--- config.mk ---
export PLATFORM = sky130hd
export DESIGN_NAME = mips32_fetch_queue
export DESIGN_NICKNAME = d
export VERILOG_FILES = /design/src/rtl/mips32_pkg.sv /design/src/rtl/mips32_iq_fifo.sv /design/src/rtl/mips32_fetch_queue.sv
export SDC_FILE = /design/constraint.sdc
export NUM_CORES = 1
export LEC_CHECK = 0
export BUFFER_PORTS_ARGS = -buffer_cell sky130_fd_sc_hd__buf_2
export CAP_MARGIN = 10
export CORE_ASPECT_RATIO = 0.7
export CORE_MARGIN = 5
export CORE_UTILIZATION = 60
export DETAILED_ROUTE_END_ITERATION = 7
export HOLD_SLACK_MARGIN = 0.06
export PLACE_DENSITY = 0.93
export RECOVER_POWER = 25
export SYNTH_ARGS = -nofsm -noshare
export SYNTH_HDL_FRONTEND = slang
export SYNTH_HIERARCHICAL = 1
export SYNTH_SLANG_ARGS = --single-unit
--- constraint.sdc ---
create_clock -name clk1 -period 10 [get_ports clk1]
set_clock_uncertainty 0.1 [all_clocks]
set_input_delay 0 -clock clk1 [delete_from_list [all_inputs] [get_ports clk1]]
set_output_delay 0 -clock clk1 [all_outputs]
set_load 0.02 [all_outputs]
--- src/rtl/mips32_pkg.sv ---
// Shared MIPS32 definitions: opcodes, instruction classes and the fetch-queue entry.
// No timing or flow control of its own; consumed by the fetch front-end.
package mips32_pkg;

    localparam logic [5:0] ADD   = 6'b000000;
    localparam logic [5:0] SUB   = 6'b000001;
    localparam logic [5:0] AND   = 6'b000010;
    localparam logic [5:0] OR    = 6'b000011;
    localparam logic [5:0] SLT   = 6'b000100;
    localparam logic [5:0] MUL   = 6'b000101;
    localparam logic [5:0] HLT   = 6'b111111;
    localparam logic [5:0] LW    = 6'b001000;
    localparam logic [5:0] SW    = 6'b001001;
    localparam logic [5:0] ADDI  = 6'b001010;
    localparam logic [5:0] SUBI  = 6'b001011;
    localparam logic [5:0] SLTI  = 6'b001100;
    localparam logic [5:0] BNEQZ = 6'b001101;
    localparam logic [5:0] BEQZ  = 6'b001110;

    typedef enum logic [2:0] {
        RR_ALU = 3'b000,
        RM_ALU = 3'b001,
        LOAD   = 3'b010,
        STORE  = 3'b011,
        BRANCH = 3'b100,
        HALT   = 3'b101
    } instr_type_e;

    typedef struct packed {
        logic [31:0] ir;
        logic [31:0] npc;
    } fetch_entry_t;

    // Unknown opcodes classify as register ALU ops so they flow through untouched.
    function automatic instr_type_e instr_type(input logic [5:0] op);
        instr_type_e t;
        t = RR_ALU;
        case (op)
            ADD, SUB, AND, OR, SLT, MUL: t = RR_ALU;
            ADDI, SUBI, SLTI:            t = RM_ALU;
            LW:                          t = LOAD;
            SW:                          t = STORE;
            BNEQZ, BEQZ:                 t = BRANCH;
            HLT:                         t = HALT;
            default:                     t = RR_ALU;
        endcase
        return t;
    endfunction

endpackage

--- src/rtl/mips32_iq_fifo.sv ---
// Circular buffer of fetch entries with flush; head is read straight from storage registers.
// Latency: a push is visible at the head the cycle after it is written.
// Backpressure: none internally; the caller never pushes when full nor pops when empty.
module mips32_iq_fifo
    import mips32_pkg::*;
#(
    parameter int DEPTH = 4
) (
    input  logic                     clk1,
    input  logic                     reset,
    input  logic                     flush,
    input  logic                     push,
    input  fetch_entry_t             push_dat,
    input  logic                     pop,
    output logic [$clog2(DEPTH):0]   count,
    output fetch_entry_t             head
);

    localparam int PW = $clog2(DEPTH);

    fetch_entry_t   mem [DEPTH];
    logic [PW-1:0]  wr_ptr;
    logic [PW-1:0]  rd_ptr;

    always_ff @(posedge clk1) begin
        if (reset) begin
            wr_ptr <= '0;
            rd_ptr <= '0;
            count  <= '0;
            for (int i = 0; i < DEPTH; i++) begin
                mem[i] <= '0;
            end
        end else if (flush) begin
            wr_ptr <= '0;
            rd_ptr <= '0;
            count  <= '0;
        end else begin
            if (push) begin
                mem[wr_ptr] <= push_dat;
                wr_ptr      <= wr_ptr + 1'b1;
            end
            if (pop) begin
                rd_ptr <= rd_ptr + 1'b1;
            end
            if (push && !pop) begin
                count <= count + 1'b1;
            end else if (!push && pop) begin
                count <= count - 1'b1;
            end
        end
    end

    assign head = mem[rd_ptr];

endmodule

--- src/rtl/mips32_fetch_queue.sv ---
// Instruction fetch front-end: PC, imem request credit, HLT stop and redirect flush.
// Latency: request at t gives a decode-visible word at t+2; a redirect yields the target word at t+3.
// Backpressure: requests stall while queued + in-flight words reach DEPTH; the head holds while id_ready is low.
module mips32_fetch_queue
    import mips32_pkg::*;
#(
    parameter int          DEPTH    = 4,
    parameter int          ADDR_W   = 10,
    parameter logic [31:0] RESET_PC = 32'd0
) (
    input  logic              clk1,
    input  logic              reset,
    output logic              imem_req,
    output logic [ADDR_W-1:0] imem_addr,
    input  logic [31:0]       imem_rdata,
    input  logic              br_taken,
    input  logic [31:0]       br_target,
    output logic              id_valid,
    input  logic              id_ready,
    output logic [31:0]       id_ir,
    output logic [31:0]       id_npc,
    output logic              fetch_stopped
);

    localparam int CW = $clog2(DEPTH) + 1;
    localparam logic [CW:0] DEPTH_C = (CW + 1)'(DEPTH);

    logic [31:0]   fetch_pc;
    logic [31:0]   req_pc;
    logic          inflight;
    logic          kill;
    logic [CW-1:0] count;
    logic [CW:0]   credit;
    logic          push;
    logic          pop;
    fetch_entry_t  push_dat;
    fetch_entry_t  head;

    // Credit counts words already requested, so a same-cycle pop never frees a slot.
    assign credit    = {1'b0, count} + {{CW{1'b0}}, inflight};
    assign imem_req  = !reset && !fetch_stopped && !br_taken && (credit < DEPTH_C);
    assign imem_addr = fetch_pc[ADDR_W-1:0];

    assign push     = inflight && !kill && !fetch_stopped;
    assign id_valid = (count != '0);
    assign pop      = id_valid && id_ready && !br_taken;
    assign push_dat = '{ir: imem_rdata, npc: req_pc + 32'd1};

    always_ff @(posedge clk1) begin
        if (reset) begin
            fetch_pc      <= RESET_PC;
            req_pc        <= '0;
            inflight      <= 1'b0;
            kill          <= 1'b0;
            fetch_stopped <= 1'b0;
        end else begin
            inflight <= imem_req;
            if (imem_req) begin
                req_pc <= fetch_pc;
            end
            if (br_taken) begin
                fetch_pc      <= br_target;
                fetch_stopped <= 1'b0;
                kill          <= inflight;
            end else begin
                kill <= 1'b0;
                if (imem_req) begin
                    fetch_pc <= fetch_pc + 32'd1;
                end
                if (push && instr_type(imem_rdata[31:26]) == HALT) begin
                    fetch_stopped <= 1'b1;
                end
            end
        end
    end

    mips32_iq_fifo #(
        .DEPTH (DEPTH)
    ) u_fifo (
        .clk1     (clk1),
        .reset    (reset),
        .flush    (br_taken),
        .push     (push),
        .push_dat (push_dat),
        .pop      (pop),
        .count    (count),
        .head     (head)
    );

    assign id_ir  = head.ir;
    assign id_npc = head.npc;

endmodule
### After elaboration in Yosys (flattened, before gate mapping)

Memory sizes are Yosys's and may differ from the RTL's. A register that Yosys moved wholly into a read port is not among the register bits.
Index checks and enable logic that the tools add are counted.

| word-level totals | value |
|---|---|
| bits in registers | 74 |
| memory bits (writable) | 256 |
| memory bits (read-only) | 192 |
| input port bits | 68 |
| output and inout bits | 77 |
| memories | 2 |

| operators by class | value |
|---|---|
| add/subtract/negate cells | 7 |
| order comparisons | 1 |
| eq/ne operators | 1 |
| muxes and demuxes | 17 |
| bitwise gates (word level) | 1 |
| reduce and logical (&&, ||, !) cells | 22 |

Memories:

| name | depth | width | rd ports | clocked after Yosys merged registers in | wr ports | RTL line | text |
|---|---|---|---|---|---|---|---|
| u_fifo.mem | 4 | 64 | 1 | 1 | 4 | mips32_iq_fifo.sv:21 | `fetch_entry_t mem [DEPTH];` |
| (name not given) | 64 | 3 | 1 | 0 | 0 | mips32_pkg.sv:38 | `case (op)` |

Operators with widths:

| cell | number |
|---|---|
| adder 32 x 1 -> 32 bit (second input constant) | 2 |
| 2-to-1 mux 32 bit | 2 |
| 2-to-1 mux 64 bit | 1 |
| OR reduction 64 bit | 1 |
| 2-to-1 mux 3 bit | 4 |
| logical AND 1 bit | 10 |
| 2-to-1 mux 1 bit | 7 |
| zero test 1 bit | 6 |
| 2-to-1 mux 2 bit | 3 |
| adder 2 x 1 -> 2 bit (second input constant) | 2 |
| adder 3 x 1 -> 4 bit | 1 |
| less-than comparator 4 x 3 -> 1 bit (second input constant) | 1 |
| nonzero test 2 bit | 2 |
| OR reduction 2 bit | 2 |
| adder 3 x 1 -> 3 bit (second input constant) | 1 |
| == test 3 bit (second input constant) | 1 |
| nonzero test 3 bit | 1 |
| subtractor 3 x 1 -> 3 bit (second input constant) | 1 |
| NOT 1 bit | 1 |

### Longest topological paths before layout

Gate-level depths: netlist of the first run.

| depth | value |
|---|---|
| word-level depth | 9 |
| mapped depth | 11 |
| mapped depth without buffers | 9 |

### By module

Netlist of the first run, hierarchy kept.

By module, submodules not included:

| module | times used | cells an instance | area each (um^2) |
|---|---|---|---|
| mips32_iq_fifo | 1 | 734 | 11,313.4 |
| mips32_fetch_queue | 1 | 522 | 3,888.7 |

### Worst setup path before layout of the first run

OpenSTA, ideal clock, no wires.

| path | value |
|---|---|
| path kind | reg2reg |
| start | reg fetch_stopped |
| end | mem u_fifo/mem[1][0] (netlist name) (enable) |
| library setup time | 0.433 ns |
| data arrival time | 2.707 ns |
| required time | 9.467 ns |
| path slack | 6.760 ns |
| stages on the path, launching flop included | 5 |
| path buffers | 0 |
| clock period less this slack | 3.240 ns |
| cell sequence | dfxtp_1 -> nor3b_1 -> and2b_1 -> nand2_1 -> nand2b_1 |

RTL lines:

| element | RTL line | text |
|---|---|---|
| from (decl) | mips32_fetch_queue.sv:22 | `output logic fetch_stopped` |
| from (signal assigned) | mips32_fetch_queue.sv:55 | `fetch_stopped <= 1'b0;` |
| from (signal assigned) | mips32_fetch_queue.sv:63 | `fetch_stopped <= 1'b0;` |
| from (signal assigned) | mips32_fetch_queue.sv:71 | `fetch_stopped <= 1'b1;` |
| to (decl) | mips32_iq_fifo.sv:21 |  |

==> results of run 1 <==
[synthesized netlist by cell type (9+ instances only)]
cell type  instances
edfxtp_1         256
buf_2             20
nand2b_1          68
o21ai_0           15
clkbuf_1          33
nor2_1           292
inv_1             14
a21oi_1           58
mux4_2            60
and3_1            13
a31oi_1           14
nor3_1             9
xnor2_1           24
nand3_1           34
nand4_1           22
xor2_1            14
or3_1              9
nand2_1          108
buf_4             15
buf_6             11
dfxtp_1           76
[tightest hold or removal path, stage by stage]
cell,delay (ns)
dlygate4sd3_1,0.52
buf_2,0.10
a21oi_1,0.06
o221ai_1,0.15
[through the flow]
step	util [%]	hold WS, ns	setup WS, ns	power (mW)	cells
floorplan	-	0.0427	6.76	1.73	1256
global placement	63.8	0.150	6.77	1.79	1642
detailed placement	63.8	0.160	6.73	1.81	1642
CTS	72.1	0.215	6.57	2.92	1810
global route	71.9	0.246	3.32	3.05	1811
finish	71.9	0.229	3.57	2.97	1811
[sequential cells by signal, summed over array words and instances, names as in the netlist, named ones only]
name           count
u_fifo/mem       256
fetch_pc          32
req_pc            32
u_fifo/count       3
u_fifo/rd_ptr      2
u_fifo/wr_ptr      2
fetch_stopped      1
inflight           1
kill               1
[cell families after synthesis]
group | share of synthesized area [%]
multiplexers | 10.1
AO/OA/AOI/OAI | 4.57
buffers and inverters | 4.54
adder cells (fa/ha/maj) | 0.543
XOR/XNOR | 2.19
AND/OR/NAND/NOR | 17.5
flip-flops | 60.6
[layer usage]
metal | track usage, % | vias up
met4 | 11.4 | 2
met1 | 38.0 | 5700
met3 | 6.70 | 285
met2 | 51.4 | 1106
li1 | - | 4928
met5 | 0 | -
[how the worst max path moves through the flow]
stage / start / end / slack (ns) / cells after the start
after CTS: br_taken / fetch_pc[10]$_SDFFE_PP0P_ / 6.57 / 11
final: br_taken / u_fifo/mem[2][51]$_SDFFCE_PN0P_ / 3.57 / 6
after global routing: br_taken / u_fifo/mem[2][56]$_SDFFCE_PN0P_ / 3.32 / 6
after floorplan: fetch_stopped$_SDFFE_PP0P_ / u_fifo/mem[1][0]$_SDFFCE_PN0P_ / 6.76 / 4
after detailed placement: inflight$_SDFF_PP0_ / u_fifo/mem[1][37]$_SDFFCE_PN0P_ / 6.73 / 5
after global placement: inflight$_SDFF_PP0_ / u_fifo/mem[1][34]$_SDFFCE_PN0P_ / 6.77 / 5
[layout make-up]
| type | instances | area, µm² |
|---|---|---|
| Clock buffer | 36 | 795 |
| Tap cell | 325 | 407 |
| Timing Repair Buffer | 267 | 1880 |
| Fill cell | 1431 | 6960 |
| Multi-Input combinational cell | 816 | 5350 |
| Inverter | 16 | 60.1 |
| Sequential cell | 332 | 9210 |
| Clock inverter | 19 | 140 |
[where the power goes]
group          internal [mW]  leakage, nW  switching [mW]
logic                  0.101         2.52           0.154
registers               1.54         3.27          0.0391
clock network          0.617        0.454           0.524
==> impl_metrics.csv, run 1 <==
group,metric,value,unit
run_status,status,"finished with violations",
run_status,violations,"capacitance limit, slew limit",
worst_setup_path,r2r_start,"inflight$_SDFF_PP0_",
detailed_routing,wl_per_cell,24.5,µm
clock_network,clk_latency,0.56,ns
detailed_routing,wl,44400,µm
synthesis,synthesis.instances,1256,
worst_setup_path,ff2ff_path_depth,4,
worst_setup_path,crit_chain,"dlygate4sd3_1, clkbuf_1, nor2_1, nand3_2, clkbuf_1, nand2b_4",
sta,fmax,155,MHz
clock_network,cts.sinks,332,
worst_setup_path,cp.arrival,6.29,ns
global_routing,track_usage,30.0,%
sta,slew_headroom,-142,%
clock_network,clk_pin_slew_worst_paths,0.06,ns
worst_setup_path,cp-end-kind,"flip-flop",
worst_setup_path,reg2reg_slack,4.63,ns
synthesis,syn_area,15200,µm²
worst_setup_path,crit_path_start_kind,"primary input",
detailed_routing,drtPass1Iterations,6,
flow_run,max-cap-violations,5,
floorplanning,dieWidth,200,µm
sta,rsz0062_at_grt,"false",
floorplanning,num_rows,48,
sta,period_minus_slack,6.43,ns
worst_setup_path,worstPathRequired,9.85,ns
worst_setup_path,rr_endpoint,"u_fifo/mem[2][51]$_SDFFCE_PN0P_",
detailed_routing,remaining_drc_errors,0,
synthesis,synthFlopType,"edfxtp_1",
detailed_routing,dr_total_vias,12021,
detailed_routing,met2RoutedLength,21400,µm
global_routing,grt_pass1_wl,68000,µm
global_routing,grt_pass1_vias,11949,
synthesis,seq_area_frac_synth,60.6,%
sta,setup_viol,0,
pwr,peakVddDrop,0.000151,V
clock_network,cts_buffers,31,
floorplanning,start_util,61.3,%
placement,place_area,15800,µm²
clock_network,ctsHoldBuffers,113,
floorplanning,dieArea,28700,µm²
detailed_routing,avgViaCountPerCell,6.64,
cells_and_area,mostFrequentLayoutCell,"nor2_1",
synthesis,netlist.area_leader.share,50.6,%
detailed_routing,drt-met1-wl,15300,µm
sta,tightestPinTransition,3.64,ns
worst_hold_path,min_path_cells,4,
synthesis,ys_warn_count,6,
worst_hold_path,worstHoldStart,"br_target[30]",
worst_setup_path,critPathSlowestCell,"clkbuf_1",
clock_network,cts_setup_buffers,0,
detailed_routing,ant_nets,0,
worst_setup_path,timing_worst_setup_path_type,"in -> reg",
global_routing,antenna_found_initial,2,
pwr,p_per_area,167,nW/µm²
synthesis,ys_ff_latch,332,
synthesis,synth_cell_type_count,62,
sta,final_hold_viol_count,0,
pwr,leakagePower,6.24,nW
sta,timing.setup.tns,0,ns
global_routing,grt_overflow,0,
clock_network,htreeDepth,1,
sta,timing.final.crit_share,64.3,%
floorplanning,ios,145,
cells_and_area,design_area,17800,µm²
cells_and_area,n_antenna_cell,0,
worst_setup_path,critPathTopFamily,"buffers and inverters",
placement,io_buffers,144,
cells_and_area,final_cell_mix,"nor2_1, edfxtp_1, dlygate4sd3_1",
cells_and_area,nets,1538,
synthesis,async_reset_ff_share,0,%
worst_setup_path,crit_top_cell,"clkbuf_1",
worst_setup_path,cp_slowest_stage_delay,2.49,ns
cells_and_area,area_growth,17.4,%
detailed_routing,highest_layer,"met5",
placement,hpwlAfterDp,21700,µm
global_routing,grt_start_max_net_pins,72,
sta,slew_violations,264,
clock_network,cts_tree,"done",
worst_setup_path,crit_buf_inv,3,
clock_network,cts_buffer_depth,3,
worst_hold_path,hold_path_end,"fetch_pc[30]$_SDFFE_PP0P_",
cells_and_area,drive_gt1_share,16.5,%
placement,gp_congestion,0.916,
clock_network,cts_root_buffer,"clkbuf_16",
clock_network,cts_resized,0,
synthesis,synth_area_per_cell,12.1,µm²
worst_setup_path,path_max_fanout,65,
detailed_routing,dr_wl_met3,5340,µm
synthesis,synthTopCellsByArea,"edfxtp_1, dfxtp_1, mux4_2, nor2_1, nand2b_1",
synthesis,synth_fp_nets,1330,
floorplanning,core_area,24800,µm²
detailed_routing,drt_iter0_drc,2093,
floorplanning,die_h,143,µm
synthesis,synth_edf_count,256,
worst_hold_path,hold_path_class,"in -> reg",
synthesis,yosys.area.top_type,"edfxtp_1",
No activity file was read; power rests on OpenSTA's default activity.
==> run 2, diff against run 1 <==
--- a/config.mk
+++ b/config.mk
@@ -9,10 +9,10 @@
 export CAP_MARGIN = 10
 export CORE_ASPECT_RATIO = 0.7
 export CORE_MARGIN = 5
-export CORE_UTILIZATION = 60
+export CORE_UTILIZATION = 54
 export DETAILED_ROUTE_END_ITERATION = 7
 export HOLD_SLACK_MARGIN = 0.06
-export PLACE_DENSITY = 0.93
+export PLACE_DENSITY = 0.89
 export RECOVER_POWER = 25
 export SYNTH_ARGS = -nofsm -noshare
 export SYNTH_HDL_FRONTEND = slang
==> constraint.sdc (replaced) <==
create_clock -name clk1 -period 5.5 [get_ports clk1]
set_clock_uncertainty 0.1 [all_clocks]
set_input_delay 0 -clock clk1 [delete_from_list [all_inputs] [get_ports clk1]]
set_output_delay 0 -clock clk1 [all_outputs]
set_load 0.02 [all_outputs]
==> impl_metrics.csv, run 2 (synthesized netlist as in run 1, its figures left out) <==
group,metric,value,unit
run_status,status,"finished with violations",
run_status,violations,"capacitance limit, slew limit",
cells_and_area,reg_top3,"u_fifo/mem (256), fetch_pc (32), req_pc (32)",
flow_run,max-cap-violations,2,
pwr,power_switching,1.25,mW
pwr,p_sw_share,22.7,%
pwr,internal_power,4.24,mW
placement,gp_congestion,0.943,
pwr,leakagePower,6.06,nW
worst_setup_path,critPathSlowestCell,"clkbuf_1",
global_routing,antenna_found_initial,1,
floorplanning,die_h,150,µm
pwr,peakVddDrop,0.000199,V
global_routing,track_usage,25.0,%
cells_and_area,regMostFlops,"u_fifo/mem",
worst_setup_path,r2r_start,"inflight$_SDFF_PP0_",
clock_network,cts_setup_buffers,0,
cells_and_area,drive_gt1_share,15.9,%
cells_and_area,fin_cells,1826,
worst_setup_path,crit_chain,"dlygate4sd3_1, buf_2, nor2_1, nand2_1, clkbuf_1, nor2_1",
clock_network,clk_latency,0.52,ns
worst_setup_path,cp.arrival,4.39,ns
worst_setup_path,crit_top_cell,"nor2_1",
detailed_routing,ant_nets,0,
global_routing,grt_pass1_wl,62500,µm
clock_network,cts_root_buffer,"clkbuf_16",
detailed_routing,drt_iter0_drc,1613,
cells_and_area,largest_register_ffs,256,
floorplanning,dieWidth,211,µm
sta,final_hold_viol_count,0,
cells_and_area,final_cell_mix,"nor2_1, edfxtp_1, nand2_1",
global_routing,grt_pass1_vias,11123,
placement,hpwlAfterDp,22900,µm
placement,io_buffers,144,
pwr,combPwrFrac,7.8,%
sta,period_minus_slack,4.39,ns
worst_setup_path,path_max_fanout,64,
cells_and_area,mostFrequentLayoutCell,"nor2_1",
sta,timing.setup.tns,0,ns
clock_network,clk_pin_slew_worst_paths,0.06,ns
sta,rsz0062_at_grt,"false",
floorplanning,num_rows,51,
worst_setup_path,crit_buf_inv,3,
detailed_routing,wl_per_cell,21.9,µm
clock_network,cts.sinks,332,
cells_and_area,area_growth,16.1,%
cells_and_area,nets,1506,
pwr,p_clk_share,40.1,%
worst_hold_path,hold_path_class,"in -> reg",
worst_setup_path,critPathTopFamily,"buffers and inverters",
cells_and_area,num-fill-cells,1912,
sta,tightestPinTransition,3.54,ns
detailed_routing,remaining_drc_errors,0,
detailed_routing,avgViaCountPerCell,6.14,
floorplanning,dieArea,31700,µm²
cells_and_area,multiInputGateArea,5340,µm²
sta,timing.final.crit_share,79.8,%
worst_setup_path,timing_worst_setup_path_type,"in -> reg",
cells_and_area,regArea,9220,µm²
clock_network,htreeDepth,2,
detailed_routing,drtPass1Iterations,7,
floorplanning,start_util,54.8,%
clock_network,cts_resized,0,
sta,slew_headroom,-136,%
detailed_routing,dr_total_vias,11211,
clock_network,cts_buffers,34,
sta,slew_violations,130,
worst_setup_path,worstSetupStartpoint,"br_taken",
clock_network,cts_buffer_depth,3,
worst_setup_path,worstPathRequired,5.50,ns
pwr,p_per_area,311,nW/µm²
floorplanning,core_area,27800,µm²
worst_hold_path,worstHoldStart,"reset",
clock_network,cts_tree,"done",
sta,setup_viol,0,
detailed_routing,wl,40100,µm
global_routing,grt_start_max_net_pins,92,
pwr,seqPwrFrac,52.2,%
worst_setup_path,crit_path_start_kind,"primary input",
worst_setup_path,cp-end-kind,"flip-flop",
sta,fmax,228,MHz
placement,placedCellCount,1688,
floorplanning,ios,145,
global_routing,grt_overflow,0,
worst_setup_path,cp_slowest_stage_delay,2.51,ns
[run 2: worst min-delay path, cell delays in order]
cell      delay [ns]
buf_4           0.27
nand2b_1        0.26
nor2_1          0.11
[run 2: final timing paths]
| check | cells past startpoint | slack (ns) | endpoint |
|---|---|---|---|
| worst min register to register | 2 | 0.37 | req_pc[30]$_SDFFE_PP0P_ |
| worst min-delay path | 3 | 0.15 | u_fifo/mem[0][32]$_SDFFCE_PN0P_ |
| worst max-delay path | 6 | 1.11 | u_fifo/mem[0][31]$_SDFFCE_PN0P_ |
| worst max register to register | 5 | 1.23 | u_fifo/mem[0][31]$_SDFFCE_PN0P_ |
[run 2: power groups by stage]
stage                     clock, mW  combinational [mW]  sequential [mW]
after floorplan                   0               0.263             2.89
after CTS                      2.20               0.422             2.86
final                          2.20               0.425             2.86
after detailed placement          0               0.376             2.91
after global routing           2.33               0.453             2.87
after global placement            0               0.368             2.90
[run 2: cell type report]
class,count,share of cell area [%]
Multi-Input combinational cell,816,30.3
Tap cell,371,2.63
Sequential cell,332,52.2
Timing Repair Buffer,232,8.58
Antenna cell,1,0.0142
Inverter,16,0.340
Clock inverter,8,0.184
Clock buffer,50,5.78
[run 2: what timing repair did]
item | CTS | global route
setup endpoints to repair | 0 | 0
endpoints found under the hold margin | 166 | 0
hold buffers | 79 | 0
[run 2: per-layer routing]
metal	part of all wire [%]	wire length, µm	GRT usage, %
met1	38	15300	34.0
met2	48	19200	40.7
met3	10	4060	4.89
met4	3.7	1500	9.17
met5	0	0	0
[run 2: per-stage QoR]
step / utilization (%) / hold slack, ns / power, mW / instance area (µm²) / setup slack [ns]
detailed placement: 57.2 / 0.168 / 3.29 / 15900 / 2.30
global route: 63.6 / 0.179 / 5.65 / 17600 / 1.03
finish: 63.6 / 0.150 / 5.48 / 17600 / 1.11
floorplan: - / 0.0427 / 3.15 / 15200 / 2.26
CTS: 63.9 / 0.129 / 5.48 / 17700 / 2.23
global placement: 57.2 / 0.158 / 3.27 / 15900 / 2.46
